`config.mk`:
```
export PLATFORM = sky130hd
export DESIGN_NAME = t_block_seq
export DESIGN_NICKNAME = d
export VERILOG_FILES = /design/src/rtl/t_block_seq.sv
export SDC_FILE = /design/constraint.sdc
export NUM_CORES = 2
export LEC_CHECK = 0
export BUFFER_PORTS_ARGS = -buffer_cell sky130_fd_sc_hd__buf_2
export CORE_UTILIZATION = 40
export CTS_BUF_LIST = sky130_fd_sc_hd__clkbuf_4
export DETAILED_ROUTE_END_ITERATION = 16
export GPL_ROUTABILITY_DRIVEN = 0
export PLACE_DENSITY = 0.53
export SETUP_SLACK_MARGIN = 0.4
export SLEW_MARGIN = 20
export SYNTH_ARGS = -nofsm -noshare
export SYNTH_HDL_FRONTEND = slang
export SYNTH_SLANG_ARGS = --single-unit
export TNS_END_PERCENT = 30
```
`constraint.sdc`:
```
create_clock -name clk -period 12.6 [get_ports clk]
set_input_delay 3.15 -clock clk [delete_from_list [all_inputs] [get_ports clk]]
set_output_delay 3.15 -clock clk [all_outputs]
set_load 0.01 [all_outputs]
```
`src/rtl/t_block_seq.sv`:
```
// Joint-table sequencer for a pipelined t_block: streams one joint per cycle into the block
// and tags each result with its joint index as it emerges LATENCY cycles later.
module t_block_seq #(
  parameter int MAX_JOINTS = 8,
  parameter int LATENCY    = 27,
  parameter int W          = 27
) (
  input  logic         clk,
  input  logic         reset,
  input  logic         wr_en,
  input  logic [2:0]   wr_addr,
  input  logic [1:0]   wr_sel,
  input  logic [W-1:0] wr_data,
  input  logic         start,
  input  logic [3:0]   num_joints,
  output logic         busy,
  output logic         done,
  output logic         err,
  output logic         tb_en,
  output logic [W-1:0] tb_theta,
  output logic [W-1:0] tb_alpha,
  output logic [W-1:0] tb_a,
  output logic [W-1:0] tb_d,
  output logic         out_valid,
  output logic [2:0]   out_joint
);

  localparam logic [3:0] MAX_N = 4'(MAX_JOINTS);

  typedef enum logic [1:0] {S_IDLE, S_ISSUE, S_DRAIN, S_DONE} state_e;

  state_e       state_q, state_d;
  logic [3:0]   n_q, n_d;
  logic [2:0]   issue_q, issue_d;
  logic [3:0]   retire_q, retire_d;
  logic         err_q, err_d;
  logic [W-1:0] tbl_q [MAX_JOINTS][4];
  logic [W-1:0] fld_q [4];
  logic         vld_q [LATENCY];
  logic [2:0]   idx_q [LATENCY];

  logic         run_active, start_ok, wr_ok, load;
  logic [2:0]   load_idx;

  assign run_active = (state_q == S_ISSUE) || (state_q == S_DRAIN);
  assign start_ok   = start && (num_joints != 4'd0) && (num_joints <= MAX_N);
  assign wr_ok      = wr_en && !run_active;

  always_comb begin
    // NOTE: every signal gets a default before the case so no path leaves one unassigned (no latches).
    state_d  = state_q;
    n_d      = n_q;
    issue_d  = issue_q;
    retire_d = retire_q + {3'd0, out_valid};
    load     = 1'b0;
    load_idx = 3'd0;
    err_d    = run_active ? (wr_en || start)
                          : ((state_q == S_IDLE) && start && !start_ok);
    case (state_q)
      S_IDLE: begin
        issue_d  = 3'd0;
        retire_d = 4'd0;
        if (start_ok) begin
          n_d     = num_joints;
          load    = 1'b1;
          state_d = S_ISSUE;
        end
      end
      S_ISSUE: begin
        if ({1'b0, issue_q} == n_q - 4'd1) begin
          state_d = S_DRAIN;
        end else begin
          issue_d  = issue_q + 3'd1;
          load     = 1'b1;
          load_idx = issue_q + 3'd1;
        end
      end
      S_DRAIN: if (retire_d == n_q) state_d = S_DONE;
      S_DONE:  state_d = S_IDLE;
      default: state_d = S_IDLE;
    endcase
  end

  // NOTE: sequential state is updated with <= only; all next-state decisions live in always_comb.
  always_ff @(posedge clk) begin
    if (reset) begin
      state_q  <= S_IDLE;
      n_q      <= 4'd0;
      issue_q  <= 3'd0;
      retire_q <= 4'd0;
      err_q    <= 1'b0;
      // NOTE: the table is cleared explicitly so a run after reset issues zeros, not stale joints.
      for (int j = 0; j < MAX_JOINTS; j++)
        for (int f = 0; f < 4; f++) tbl_q[j][f] <= '0;
      for (int f = 0; f < 4; f++) fld_q[f] <= '0;
      for (int i = 0; i < LATENCY; i++) begin
        vld_q[i] <= 1'b0;
        idx_q[i] <= 3'd0;
      end
    end else begin
      state_q  <= state_d;
      n_q      <= n_d;
      issue_q  <= issue_d;
      retire_q <= retire_d;
      err_q    <= err_d;
      if (wr_ok) tbl_q[wr_addr][wr_sel] <= wr_data;
      // A write landing in the start cycle bypasses into the first issued joint.
      if (load) begin
        for (int f = 0; f < 4; f++)
          fld_q[f] <= (wr_ok && wr_addr == load_idx && wr_sel == 2'(f)) ? wr_data
                                                                         : tbl_q[load_idx][f];
      end
      if (run_active) begin
        vld_q[0] <= (state_q == S_ISSUE);
        idx_q[0] <= (state_q == S_ISSUE) ? issue_q : 3'd0;
        for (int i = 1; i < LATENCY; i++) begin
          vld_q[i] <= vld_q[i-1];
          idx_q[i] <= idx_q[i-1];
        end
      end
    end
  end

  assign busy      = run_active;
  assign tb_en     = run_active;
  assign done      = (state_q == S_DONE);
  assign err       = err_q;
  assign tb_theta  = fld_q[0];
  assign tb_alpha  = fld_q[1];
  assign tb_a      = fld_q[2];
  assign tb_d      = fld_q[3];
  assign out_valid = vld_q[LATENCY-1];
  assign out_joint = idx_q[LATENCY-1];

endmodule

```
Yosys cells after proc, flatten, opt, wreduce, memory -nomap -nowiden
Memory sizes are Yosys's and may differ from the RTL's.
Index checks and enable logic that the tools add are counted.

cells by class
  shift-type cells = 0
  equality and inequality tests = 13
  reductions and logical operators = 24
  multiply operators = 0
  bitwise operators = 59
  $add $sub $neg = 3
  divide/modulo/power cells = 0
  muxes and demuxes = 91
  order comparisons = 3

operators by type and width
  kind                   count
  $mux W108              3
  $mux W27               9
  $reduce_or A108 Y1     1
  $mux W3                32
  $or A1 B1 Y1           58
  $demux W27 S2          1
  $mux W1                40
  $logic_and A1 B1 Y1    11
  $eq A2 B2 Y1 const B   4
  $pmux W2 S4            1
  $mux W2                3
  $pmux W3 S2            1
  $add A4 B1 Y4          1
  $eq A2 B1 Y1 const B   2
  $eq A3 B4 Y1           1
  $eq A4 B4 Y1           1
  $le A4 B4 Y1 const B   1
  $logic_not A2 Y1       2
  $ne A2 B1 Y1 const B   2
  $ne A2 B2 Y1 const B   2
  $reduce_and A2 Y1      2
  $reduce_bool A4 Y1     1
  $sub A4 B1 Y4 const B  1
  $add A3 B1 Y3 const B  1
  other kinds (10)       12

storage, ports and cells
  memories = 4
  latch bits = 0
  input port bits = 40
  bits in registers = 14
  memory bits (read-only) = 0
  memory bits (writable) = 1080

memory list
  name   words  width  read ports  clocked after Yosys merged registers in  wr ports  RTL line  RTL
  tbl_q  8      108    1           0                                        8         37        logic [W-1:0] tbl_q [MAX_JOINTS][4];
  fld_q  4      27     4           0                                        4         38        logic [W-1:0] fld_q [4];
  idx_q  27     3      27          0                                        27        40        logic [2:0] idx_q [LATENCY];
  vld_q  27     1      27          0                                        27        39        logic vld_q [LATENCY];

Longest topological paths before layout
  word-level depth = 9
  depth in mapped cells = 12
  gate-level depth less buffers = 8

Least setup slack after synthesis
Ideal clock, no wire load.

  path kind = in2reg
  from = in reset
  to = mem tbl_q[1][27] (netlist name), enable pin
  stages = 6
  data required time = 12283 ps
  arrival time = 8500 ps
  setup slack = 3782 ps
  path through = clkbuf_1 > or2_0 > or3_1 > clkbuf_1 > nor2_1 > or2_2

RTL lines
  what                RTL line  RTL
  start: declaration  9         input logic reset,
  end: declaration    37

==> qor.yml <==
drt:
  vias: 32200
  dr.pass1.iters: 6
  wl_mm: 151
  ant_nets: 0
  drt_iter0_drc: 3137
  wl_per_cell_um: 26.0
  via_per_inst: 5.54
  drc: 0
power:
  seq_power_share_pct: 47.0
  p_sw_share_pct: 30.5
  pwr-share-clk_pct: 33.5
  peakVddDrop_v: 0.000152
  finalPower_w: 0.00982
  p_per_area_mw_per_mm2: 177
  cellInternalPower_w: 0.00682
  pwr-share-comb_pct: 19.5
  leakage_nw: 19.8
  switching_power_w: 0.00299
global_routing:
  grt_util_all_layers_pct: 23.8
  antenna_found_initial: 13
  grt_pass1_vias: 31800
  grt_start_max_net_pins: 159
  grt-ovfl-total: 0
  grt_pass1_wl_mm: 219
logic_synthesis:
  synth_xor_area_share_pct: 0.255
  syn_inst: 3844
  synth_adder_area_share_pct: 0.202
  ys_warn_count: 0
  syn_area_mm2: 0.0496
  synth_seq_cells: 1094
  yosysUniqueCellTypes: 48
  synthSimpleGateAreaFrac_pct: 15.2
  async_flop_share_pct: 0
  syn_area_per_cell_um2: 12.9
  synthFlopType: "edfxtp_1"
  synth_top_family_by_area: "simple AND/OR/NAND/NOR gates"
  syn_nets: 3892
  yosysSeqAreaShare_pct: 66.0
  synth-compound-area-share_pct: 10.5
  synthMuxAreaShare_pct: 4.46
  synth_edf_count: 1080
final_layout:
  fin_cells: 5803
  nets: 4022
  drive_above_1_share_pct: 18.8
  fillers: 11100
  area_growth_syn_to_layout_pct: 11.7
cts:
  cts_tree: "done"
  postCtsResizedCells: 0
  post-cts-setup-buffers: 0
  clock_sinks: 1094
  clk_latency_ns: 1.23
  cts-htree-levels: 5
  cts_made_buffers: 315
  cts-root-buf: "clkbuf_4"
  clk_pin_slew_ns: 0.06
  cts_buffer_depth: 4
  cts_hold_buffers: 0
timing:
  fin_ws_ns: 7.05
  rsz0062_at_grt: "false"
  hold_violations: 0
  clock_skew_ns: 0.0778
  max_freq_mhz: 180
  slew_headroom_pct: 24.3
  finalMaxSlewViolations: 0
  fin_tns_setup_ns: 0
  fin_crit_ns: 5.55
  setup_viol: 0
  worst_pin_slew_ns: 1.14
  finalCritPeriodShare_pct: 44.0
die:
  fp.coreArea_mm2: 0.122
  start_util_pct: 40.5
  dieArea_mm2: 0.125
  boundaryPins: 156
  num_rows: 128
  die_w_um: 354
  die_h_um: 354
critical_path:
  r2r_end: "fld_q[1][19]"
  rrSetupSlack_ns: 7.70
  crit_type: "input pin to flop"
  cp.arrival_ns: 6.36
  worstPathRequired_ns: 13.41
  cp_max_fo: 51
  ff2ff_path_depth: 8
  crit_path_end_kind: "flop"
  crit_end: "tbl_q[1][48]"
  cp-start-kind: "input pin"
  r2r-start: "issue_q[0]"
  startpoint: "reset"
worst_hold_path:
  hp-class: "flop to flop"
placement:
  placed_cells: 5282
  place_ws_ns: 5.63
  dp_hpwl_mm: 83.0
  port_buffers: 155
run:
  cap_violations: 0
run_status:
  status: "finished, final reports clean"
-- worst min-delay path by stage --
| stage | startpoint | end | slack, ns | cells after the start |
|---|---|---|---|---|
| floorplan | idx_q[0][7] | idx_q[0][10] | 0.50 | 1 |
| global placement | vld_q[9] | vld_q[10] | 0.50 | 1 |
| detailed placement | vld_q[2] | vld_q[3] | 0.51 | 1 |
| CTS | idx_q[0][28] | idx_q[0][31] | 0.50 | 1 |
| global route | idx_q[0][44] | idx_q[0][47] | 0.53 | 1 |
| finish | idx_q[0][28] | idx_q[0][31] | 0.50 | 1 |
-- power by group through the flow --
stage / registers (W) / logic, W / clock network, W
after global placement: 0.00469 / 0.00191 / 0
after global routing: 0.00465 / 0.00205 / 0.00355
final: 0.00461 / 0.00191 / 0.00329
after detailed placement: 0.00469 / 0.00192 / 0
after CTS: 0.00462 / 0.00192 / 0.00336
after floorplan: 0.00469 / 0.00113 / 0
-- worst max-delay path, cell delays in order --
cell and delay (ns):
buf_4 0.30, or2_4 0.57, or3_1 0.66, nor2_2 0.88
or2_2 0.73
-- synthesized netlist by cell type (3+ instances only) --
| master | instances | share of area (%) |
|---|---|---|
| edfxtp_1 | 1080 | 65 |
| and2_1 | 937 | 12 |
| clkbuf_1 | 326 | 2.5 |
| mux2i_1 | 221 | 4.5 |
| nand2_1 | 220 | 1.7 |
| a21oi_1 | 219 | 2.2 |
| a221oi_1 | 109 | 1.9 |
| a31oi_1 | 109 | 1.4 |
| o21ai_0 | 109 | 1.1 |
| a211oi_1 | 108 | 1.6 |
| o41ai_1 | 108 | 1.9 |
| buf_2 | 43 | 0.43 |
| nor2_1 | 42 | 0.32 |
| nor2b_1 | 41 | 0.52 |
| buf_1 | 34 | 0.26 |
| or2_2 | 33 | 0.42 |
| dfxtp_1 | 14 | 0.57 |
| or3_1 | 11 | 0.14 |
| ha_1 | 8 | 0.20 |
| inv_1 | 8 | 0.061 |
| buf_4 | 7 | 0.11 |
| nand3_1 | 7 | 0.071 |
| xnor2_1 | 7 | 0.12 |
| nand3b_1 | 5 | 0.076 |
| nor3_1 | 5 | 0.050 |
| nand2b_1 | 4 | 0.050 |
| nor3b_1 | 3 | 0.045 |
-- registers in the layout (all words and copies together), names as in the netlist --
signal,cells
err,1
fld_q,108
idx_q,81
issue_q,3
n_q,4
retire_q,4
state_q,2
tbl_q,864
vld_q,27
-- area by class of cell --
class | count | area [um^2] | area share (%)
Multi-Input combinational cell | 2329 | 15300 | 27.7
Sequential cell | 1094 | 32700 | 59.1
Antenna cell | 4 | 10.0 | 0.0181
Timing Repair Buffer | 225 | 1380 | 2.49
Inverter | 9 | 36.3 | 0.0655
Clock inverter | 43 | 295 | 0.533
Clock buffer | 474 | 3560 | 6.43
Tap cell | 1625 | 2030 | 3.67
-- per-stage QoR --
| step | util (%) | instance area [um^2] | hold WS [ns] |
|---|---|---|---|
| 6_report | 45.3 | 55400 | 0.502 |
| 5_1_grt | 45.3 | 55400 | 0.529 |
| 4_1_cts | 45.2 | 55400 | 0.501 |
| 3_5_place_dp | 42.1 | 51500 | 0.505 |
| 3_3_place_gp | 42.1 | 51500 | 0.502 |
| 2_1_floorplan | - | 49600 | 0.497 |
-- cell families (layout without fill, tap and decap cells) --
logic type / Yosys count / after routing
AOI/OAI and AO/OA: 777 / 777
adders and majority gates: 8 / 8
buffers and inverters: 421 / 751
xor gates and xnor gates: 11 / 11
DFF: 1094 / 1094
other: 0 / 4
and+or+nand+nor: 1312 / 1312
muxes: 221 / 221
-- cell usage in the layout (no fill, tap or decap), types with 6 or more instances in the layout --
cell / count
a211oi_1: 108
a21oi_1: 219
a221oi_1: 109
a31oi_1: 109
and2_1: 936
buf_12: 6
buf_2: 154
buf_4: 65
clkbuf_4: 474
clkinv_1: 33
dfxtp_1: 13
edfxtp_1: 1080
ha_1: 7
inv_1: 8
mux2i_1: 221
nand2_1: 220
nand3_1: 7
nor2_1: 20
nor2_2: 20
nor2b_1: 39
o21ai_0: 109
o41ai_1: 108
or2_2: 33
or3_1: 9
xnor2_1: 7
-- per-layer routing --
layer | up-vias | global-route usage (%) | wire length [um]
met5 | - | 0 | 13
met4 | 2 | 9.05 | 4580
met3 | 243 | 5.13 | 11000
met2 | 1297 | 37.0 | 70100
met1 | 16100 | 32.6 | 65300
li1 | 14600 | - | -
No activity file was read; power rests on OpenSTA's default activity.
